`config.mk`:
```
export PLATFORM = sky130hd
export DESIGN_NAME = controller_flat
export DESIGN_NICKNAME = d
export VERILOG_FILES = /design/src/rtl/controller_pkg.sv /design/src/rtl/controller_if.sv /design/src/rtl/controller_alu_control.sv /design/src/rtl/controller.sv /design/src/flat_wrapper.sv
export SDC_FILE = /design/constraint.sdc
export NUM_CORES = 1
export LEC_CHECK = 0
export ABC_CLOCK_PERIOD_IN_PS = 3350
export BUFFER_PORTS_ARGS = -buffer_cell sky130_fd_sc_hd__buf_2
export CAP_MARGIN = 20
export CORE_MARGIN = 4
export CORE_UTILIZATION = 48
export CTS_CLUSTER_SIZE = 30
export DETAILED_ROUTE_END_ITERATION = 10
export PLACE_DENSITY = 0.83
export SETUP_SLACK_MARGIN = 0.3
export SKIP_CTS_REPAIR_TIMING = 1
export SLEW_MARGIN = 20
export SYNTH_ARGS = -nofsm -noshare
export SYNTH_HDL_FRONTEND = slang
export SYNTH_SLANG_ARGS = --single-unit
```
`constraint.sdc`:
```
create_clock -name clk -period 3.35 [get_ports clk]
set_input_delay 0.67 -clock clk [delete_from_list [all_inputs] [get_ports clk]]
set_output_delay 0.67 -clock clk [all_outputs]
set_load 0.02 [all_outputs]
```
`src/rtl/controller_pkg.sv`:
```
// Shared encodings for the multicycle MIPS-style controller: FSM states,
// instruction fields, ALU operation codes and datapath mux selects.
package controller_pkg;

  typedef enum logic [3:0] {
    S_FETCH   = 4'd0,
    S_DECODE  = 4'd1,
    S_MEMADR  = 4'd2,
    S_LWREAD  = 4'd3,
    S_LWWB    = 4'd4,
    S_SWWRITE = 4'd5,
    S_RTEX    = 4'd6,
    S_RTWB    = 4'd7,
    S_BRANCH  = 4'd8,
    S_IMMEX   = 4'd9,
    S_IMMWB   = 4'd10,
    S_JUMP    = 4'd11,
    S_JAL     = 4'd12,
    S_JR      = 4'd13
  } state_e;

  localparam logic [5:0] OPC_RTYPE = 6'b000000;
  localparam logic [5:0] OPC_LW    = 6'b100011;
  localparam logic [5:0] OPC_SW    = 6'b101011;
  localparam logic [5:0] OPC_BEQ   = 6'b000100;
  localparam logic [5:0] OPC_BNE   = 6'b000101;
  localparam logic [5:0] OPC_ADDI  = 6'b001000;
  localparam logic [5:0] OPC_SLTI  = 6'b001010;
  localparam logic [5:0] OPC_J     = 6'b000010;
  localparam logic [5:0] OPC_JAL   = 6'b000011;

  localparam logic [5:0] FUNC_ADD  = 6'b100000;
  localparam logic [5:0] FUNC_SUB  = 6'b100010;
  localparam logic [5:0] FUNC_AND  = 6'b100100;
  localparam logic [5:0] FUNC_OR   = 6'b100101;
  localparam logic [5:0] FUNC_SLT  = 6'b101010;
  localparam logic [5:0] FUNC_JR   = 6'b001000;

  localparam logic [2:0] ALU_AND = 3'b000;
  localparam logic [2:0] ALU_OR  = 3'b001;
  localparam logic [2:0] ALU_ADD = 3'b010;
  localparam logic [2:0] ALU_SUB = 3'b110;
  localparam logic [2:0] ALU_SLT = 3'b111;

  localparam logic [1:0] SRCB_B      = 2'b00;
  localparam logic [1:0] SRCB_FOUR   = 2'b01;
  localparam logic [1:0] SRCB_IMM    = 2'b10;
  localparam logic [1:0] SRCB_IMMSH2 = 2'b11;

  localparam logic [1:0] PCSRC_ALU    = 2'b00;
  localparam logic [1:0] PCSRC_JUMP   = 2'b01;
  localparam logic [1:0] PCSRC_ALUOUT = 2'b10;
  localparam logic [1:0] PCSRC_AREG   = 2'b11;

endpackage

```
`src/rtl/controller_if.sv`:
```
// Controller <-> datapath bundle: instruction fields and zero flag in,
// datapath control strobes and mux selects out.
interface controller_if;
  logic [5:0] opc;
  logic [5:0] func;
  logic       zero;
  logic       PCLoad, IorD, MemRead, MemWrite, IRWrite, RegDst;
  logic       JalSig1, MemToReg, JalSig2, RegWrite, ALUSrcA;
  logic [1:0] ALUSrcB;
  logic [2:0] ALUOperation;
  logic [1:0] PCSrc;

  modport master (
    input  opc, func, zero,
    output PCLoad, IorD, MemRead, MemWrite, IRWrite, RegDst,
           JalSig1, MemToReg, JalSig2, RegWrite, ALUSrcA,
           ALUSrcB, ALUOperation, PCSrc
  );

  modport slave (
    output opc, func, zero,
    input  PCLoad, IorD, MemRead, MemWrite, IRWrite, RegDst,
           JalSig1, MemToReg, JalSig2, RegWrite, ALUSrcA,
           ALUSrcB, ALUOperation, PCSrc
  );
endinterface

```
`src/rtl/controller_alu_control.sv`:
```
// R-type function field to ALU operation decode; func_ok flags a
// supported function so the FSM can skip the register write otherwise.
module alu_control
  import controller_pkg::*;
(
  input  logic [5:0] func,
  output logic [2:0] alu_op,
  output logic       func_ok
);

  always_comb begin
    alu_op  = ALU_ADD;
    func_ok = 1'b1;
    case (func)
      FUNC_ADD: alu_op = ALU_ADD;
      FUNC_SUB: alu_op = ALU_SUB;
      FUNC_AND: alu_op = ALU_AND;
      FUNC_OR:  alu_op = ALU_OR;
      FUNC_SLT: alu_op = ALU_SLT;
      default:  func_ok = 1'b0;
    endcase
  end

endmodule

```
`src/rtl/controller.sv`:
```
// Multicycle controller FSM: Moore-decoded datapath controls, except branch
// PCLoad which follows the ALU zero flag. rst forces every output low.
module controller
  import controller_pkg::*;
(
  input  logic         clk,
  input  logic         rst,
  controller_if.master bus
);

  state_e     state_q, state_d;
  logic [2:0] rt_alu_op;
  logic       rt_func_ok;

  logic       pc_load, iord, mem_read, mem_write, ir_write, reg_dst;
  logic       jal_sig1, mem_to_reg, jal_sig2, reg_write, alu_src_a;
  logic [1:0] alu_src_b;
  logic [2:0] alu_operation;
  logic [1:0] pc_src;

  alu_control u_alu_control (
    .func    (bus.func),
    .alu_op  (rt_alu_op),
    .func_ok (rt_func_ok)
  );

  always_ff @(posedge clk) begin
    if (rst) begin
      state_q <= S_FETCH;
    end else begin
      state_q <= state_d;
    end
  end

  always_comb begin
    state_d       = state_q;
    pc_load       = 1'b0;
    iord          = 1'b0;
    mem_read      = 1'b0;
    mem_write     = 1'b0;
    ir_write      = 1'b0;
    reg_dst       = 1'b0;
    jal_sig1      = 1'b0;
    mem_to_reg    = 1'b0;
    jal_sig2      = 1'b0;
    reg_write     = 1'b0;
    alu_src_a     = 1'b0;
    alu_src_b     = SRCB_B;
    alu_operation = ALU_AND;
    pc_src        = PCSRC_ALU;

    case (state_q)
      S_FETCH: begin
        mem_read      = 1'b1;
        ir_write      = 1'b1;
        alu_src_b     = SRCB_FOUR;
        alu_operation = ALU_ADD;
        pc_load       = 1'b1;
        state_d       = S_DECODE;
      end
      S_DECODE: begin
        // Speculatively compute the branch target while the opcode is decoded.
        alu_src_b     = SRCB_IMMSH2;
        alu_operation = ALU_ADD;
        case (bus.opc)
          OPC_LW, OPC_SW:     state_d = S_MEMADR;
          OPC_RTYPE:          state_d = (bus.func == FUNC_JR) ? S_JR : S_RTEX;
          OPC_BEQ, OPC_BNE:   state_d = S_BRANCH;
          OPC_ADDI, OPC_SLTI: state_d = S_IMMEX;
          OPC_J:              state_d = S_JUMP;
          OPC_JAL:            state_d = S_JAL;
          default:            state_d = S_FETCH;
        endcase
      end
      S_MEMADR: begin
        alu_src_a     = 1'b1;
        alu_src_b     = SRCB_IMM;
        alu_operation = ALU_ADD;
        state_d       = (bus.opc == OPC_LW) ? S_LWREAD : S_SWWRITE;
      end
      S_LWREAD: begin
        iord     = 1'b1;
        mem_read = 1'b1;
        state_d  = S_LWWB;
      end
      S_LWWB: begin
        mem_to_reg = 1'b1;
        reg_write  = 1'b1;
        state_d    = S_FETCH;
      end
      S_SWWRITE: begin
        iord      = 1'b1;
        mem_write = 1'b1;
        state_d   = S_FETCH;
      end
      S_RTEX: begin
        alu_src_a     = 1'b1;
        alu_src_b     = SRCB_B;
        alu_operation = rt_alu_op;
        state_d       = rt_func_ok ? S_RTWB : S_FETCH;
      end
      S_RTWB: begin
        reg_dst   = 1'b1;
        reg_write = 1'b1;
        state_d   = S_FETCH;
      end
      S_BRANCH: begin
        alu_src_a     = 1'b1;
        alu_src_b     = SRCB_B;
        alu_operation = ALU_SUB;
        pc_src        = PCSRC_ALUOUT;
        pc_load       = (bus.opc == OPC_BNE) ? ~bus.zero : bus.zero;
        state_d       = S_FETCH;
      end
      S_IMMEX: begin
        alu_src_a     = 1'b1;
        alu_src_b     = SRCB_IMM;
        alu_operation = (bus.opc == OPC_SLTI) ? ALU_SLT : ALU_ADD;
        state_d       = S_IMMWB;
      end
      S_IMMWB: begin
        reg_write = 1'b1;
        state_d   = S_FETCH;
      end
      S_JUMP: begin
        pc_src  = PCSRC_JUMP;
        pc_load = 1'b1;
        state_d = S_FETCH;
      end
      S_JAL: begin
        // Link and jump in one cycle: $31 captures the already-incremented PC.
        jal_sig1  = 1'b1;
        jal_sig2  = 1'b1;
        reg_write = 1'b1;
        pc_src    = PCSRC_JUMP;
        pc_load   = 1'b1;
        state_d   = S_FETCH;
      end
      S_JR: begin
        pc_src  = PCSRC_AREG;
        pc_load = 1'b1;
        state_d = S_FETCH;
      end
      default: state_d = S_FETCH;
    endcase

    if (rst) begin
      pc_load       = 1'b0;
      iord          = 1'b0;
      mem_read      = 1'b0;
      mem_write     = 1'b0;
      ir_write      = 1'b0;
      reg_dst       = 1'b0;
      jal_sig1      = 1'b0;
      mem_to_reg    = 1'b0;
      jal_sig2      = 1'b0;
      reg_write     = 1'b0;
      alu_src_a     = 1'b0;
      alu_src_b     = SRCB_B;
      alu_operation = ALU_AND;
      pc_src        = PCSRC_ALU;
    end
  end

  assign bus.PCLoad       = pc_load;
  assign bus.IorD         = iord;
  assign bus.MemRead      = mem_read;
  assign bus.MemWrite     = mem_write;
  assign bus.IRWrite      = ir_write;
  assign bus.RegDst       = reg_dst;
  assign bus.JalSig1      = jal_sig1;
  assign bus.MemToReg     = mem_to_reg;
  assign bus.JalSig2      = jal_sig2;
  assign bus.RegWrite     = reg_write;
  assign bus.ALUSrcA      = alu_src_a;
  assign bus.ALUSrcB      = alu_src_b;
  assign bus.ALUOperation = alu_operation;
  assign bus.PCSrc        = pc_src;

endmodule
```
`src/flat_wrapper.sv`:
```
// flat-port wrapper written by rule: the top's interface ports become plain ports
module controller_flat import controller_pkg::*;
  (clk, rst, bus_opc, bus_func, bus_zero, bus_PCLoad, bus_IorD, bus_MemRead, bus_MemWrite, bus_IRWrite, bus_RegDst, bus_JalSig1, bus_MemToReg, bus_JalSig2, bus_RegWrite, bus_ALUSrcA, bus_ALUSrcB, bus_ALUOperation, bus_PCSrc);
  controller_if bus_i ();
  input  logic clk;
  input  logic rst;
  input wire logic [$bits(bus_i.opc)-1:0] bus_opc;
  input wire logic [$bits(bus_i.func)-1:0] bus_func;
  input wire logic [$bits(bus_i.zero)-1:0] bus_zero;
  output wire logic [$bits(bus_i.PCLoad)-1:0] bus_PCLoad;
  output wire logic [$bits(bus_i.IorD)-1:0] bus_IorD;
  output wire logic [$bits(bus_i.MemRead)-1:0] bus_MemRead;
  output wire logic [$bits(bus_i.MemWrite)-1:0] bus_MemWrite;
  output wire logic [$bits(bus_i.IRWrite)-1:0] bus_IRWrite;
  output wire logic [$bits(bus_i.RegDst)-1:0] bus_RegDst;
  output wire logic [$bits(bus_i.JalSig1)-1:0] bus_JalSig1;
  output wire logic [$bits(bus_i.MemToReg)-1:0] bus_MemToReg;
  output wire logic [$bits(bus_i.JalSig2)-1:0] bus_JalSig2;
  output wire logic [$bits(bus_i.RegWrite)-1:0] bus_RegWrite;
  output wire logic [$bits(bus_i.ALUSrcA)-1:0] bus_ALUSrcA;
  output wire logic [$bits(bus_i.ALUSrcB)-1:0] bus_ALUSrcB;
  output wire logic [$bits(bus_i.ALUOperation)-1:0] bus_ALUOperation;
  output wire logic [$bits(bus_i.PCSrc)-1:0] bus_PCSrc;
  assign bus_i.opc = bus_opc;
  assign bus_i.func = bus_func;
  assign bus_i.zero = bus_zero;
  assign bus_PCLoad = bus_i.PCLoad;
  assign bus_IorD = bus_i.IorD;
  assign bus_MemRead = bus_i.MemRead;
  assign bus_MemWrite = bus_i.MemWrite;
  assign bus_IRWrite = bus_i.IRWrite;
  assign bus_RegDst = bus_i.RegDst;
  assign bus_JalSig1 = bus_i.JalSig1;
  assign bus_MemToReg = bus_i.MemToReg;
  assign bus_JalSig2 = bus_i.JalSig2;
  assign bus_RegWrite = bus_i.RegWrite;
  assign bus_ALUSrcA = bus_i.ALUSrcA;
  assign bus_ALUSrcB = bus_i.ALUSrcB;
  assign bus_ALUOperation = bus_i.ALUOperation;
  assign bus_PCSrc = bus_i.PCSrc;
  controller u_core (.clk(clk), .rst(rst), .bus(bus_i));
endmodule
```
==> reports/qor.txt <==
Largest regs = u_core.state_q (4)
peak fanout along the critical path = 6
min cycle time layout = 2.786 ns
worst-skew pair later-pin latency = 0.23 ns
CP Data Required Time = 2.68 ns
# placed instances = 139
die area = 2097 um2
TritonCTS buffer count = 3
fin crit share = 83.17%
Site Rows = 13
mux cell area share after synthesis = 2.920%
Top reg by flops = u_core.state_q
Switch Pwr = 62.41 uW
layout cells sized above 1 = 30.71%
fin. max-slew vios = 0
Slew @ Worst Pin = 0.6219 ns
max FFs per register = 4
RSZ-0062 raised after global routing = no
synthesized flop and latch total = 4
Setup TNS Final = 0 ns
sequential share of power = 31.8%
run status = finished, final reports clean
largest net degree at the start of global routing = 21
top-level port count = 33
CP peak stage delay = 0.50 ns
wire per inst = 13.07 um
Worst Setup SP = bus_opc[3]
hold path endpoint = u_core.state_q[2]$_SDFF_PP0_
antenna violations before repair = 0
DIE HEIGHT = 45.80 um
Post-Synth Simple-Gate Area = 49.45%
worst hold margin = 0.7444 ns
total congestion overflow = 0
worst hold stages = 2
Mapped Nets = 117
final net count = 144
async set-reset flop share out of synthesis = 0%
maximum capacitance violations = 0
R2R Path End = u_core.state_q[0]$_SDFF_PP0_
combinational family with the most area after synthesis = simple AND/OR/NAND/NOR gates
Hold Crit Start = u_core.state_q[0]$_SDFF_PP0_
Final Hold Violating Endpoints = 0
Reg-to-Reg Start = u_core.state_q[0]$_SDFF_PP0_
hpwl dp = 1418 um
H-tree depth = 1
switch share = 34.98%
most frequent CP cell = buf_2
routed wire length = 1856 um
fmax = 0.3589 GHz
ant diodes = 0
Post-synth EDFFs = 0
WP data arrival = 2.12 ns
PwrDens = 211.2 nW/um2
Post-Route Skew = 0.005327 ns
vias in the first global route = 719
Starting Density = 52.04%
synthesis warning total = 0
Routed Antenna Nets = 0
Seq/Total Area, Yosys = 11.68%
crit-path cells = buf_2 -> or3_4 -> or4b_1 -> a31oi_1 -> or2_1 -> buf_2
Post-Syn Area = 685.7 um2
WP buf/inv = 2
DR DRC count = 0
CTS sink cnt = 4
layout filler cell count = 132
nature of the critical path startpoint = input pin
Core Area = 1318 um2
most common cell after layout, fill and taps aside = buf_2
1st-iter DRT viols = 23
Lkg Pwr = 0.0003339 uW
root buf cell = clkbuf_4
Peak VDD IR = 87.99 uV
CTS tree = done
Die W = 45.80 um
Crit. End Element = primary output
clock share of power = 33.0%
Comb pwr share = 35.3%
Via-to-Cell Ratio = 6.056
area growth from synthesis to layout = 23.18%
Unique masters post-synth = 41
Mean Syn Cell Area = 6.722 um2
compound-cell area share of the yosys netlist = 25.36%
final setup fails = 0
Synth Flop Type = dfxtp_1
Total Routing Usage GR = 19.20%
clk slew on worst S/H paths = 0.04 ns
fin util = 64.10%
first-pass GRT wire length = 3098 um
type of the most critical hold path = flop to flop
port bufs = 32
Rel. slew slack = 58.48%
synthesized instance count = 102
Clock Tree Buf Depth = 2
GPL Wtd Cong = 0.8258
Top delay family on crit path = simple AND/OR/NAND/NOR gates
Via Count = 860
Finished Layout Cells = 142
Int Power = 116.0 uW
Crit Path Class = input pin to primary output
post-synthesis xor/xnor area fraction = 3.832%
worst r2r path cells = 4
most frequent cells in the layout = buf_2 (32), nand2b_1 (8), a21oi_1 (8)
Synth Area in Adders = 0%
register-to-register setup slack = 1.54 ns
Pwr Total = 178.4 uW
Slowest-stage cell, CP = or4b_1
Pre-antenna DRT Iters = 4
-- worst max-delay path by stage --
stage,to,slack (ns),cells past startpoint
5_1_grt,bus_ALUOperation[0],0.44,5
4_1_cts,bus_PCLoad,0.55,6
2_1_floorplan,bus_PCLoad,0.78,4
6_report,bus_PCLoad,0.56,6
3_5_place_dp,bus_PCLoad,0.55,6
3_3_place_gp,bus_PCLoad,0.56,6
-- cells by family (layout without fill, tap and decap cells) --
group,after synthesis,count (layout)
compound gates,27,27
xor+xnor,3,3
buf+inv,11,36
flops,4,4
mux,2,2
simple gates,55,55
-- power groups by stage --
stage	clock (uW)	combinational [uW]	sequential, uW
4_1_cts	62.4	63.2	56.7
5_1_grt	63.9	70.3	57.6
3_3_place_gp	0	61.6	57.2
2_1_floorplan	0	44.7	51.9
3_5_place_dp	0	63.1	57.4
6_report	58.8	62.9	56.7
-- through the flow --
step           setup WS (ns)  cell area [um2]
6_report              0.5637            844.6
5_1_grt               0.4442            844.6
4_1_cts               0.5548            844.6
3_5_place_dp          0.5543            822.0
3_3_place_gp          0.5561            822.0
2_1_floorplan         0.7825            685.7
-- worst min-delay path, delay by kind of cell (launching register included) --
family          cells  cell delay (ns)
compound gates      2             0.25
flops               1             0.44
-- cell type report --
type / instances / area (um2) / share of cell area, %
clock buffers: 3 / 22.52 / 2.667
inverters: 1 / 3.754 / 0.4444
multi-input cells: 87 / 559.3 / 66.22
flip-flops and latches: 4 / 80.08 / 9.481
well taps: 15 / 18.77 / 2.222
repair buffers: 32 / 160.2 / 18.96
-- Yosys cell counts, types with 2 or more instances --
cell      n  area share [%]
a21oi_1   8             5.8
nand2b_1  8             7.3
clkbuf_1  7             3.8
nor2_1    7             3.8
nor3_1    6             4.4
nor4_1    5             4.6
o21ai_0   5             3.6
a31oi_1   4             3.6
dfxtp_1   4              12
nand3_1   4             2.9
nand2_1   3             1.6
nand3b_1  3             3.3
nor4b_1   3             3.8
mux2i_1   2             2.9
nand4_1   2             1.8
nor3b_1   2             2.2
o211ai_1  2             2.2
or2_2     2             1.8
or3_1     2             1.8
xor2_1    2             2.6
-- per-layer routing --
layer  track usage [%]  wire, um
met3             1.581       114
met2             30.36       919
met4             7.386        17
met5                 0         0
met1             26.70       804
Power figures use the tool's default switching activity.
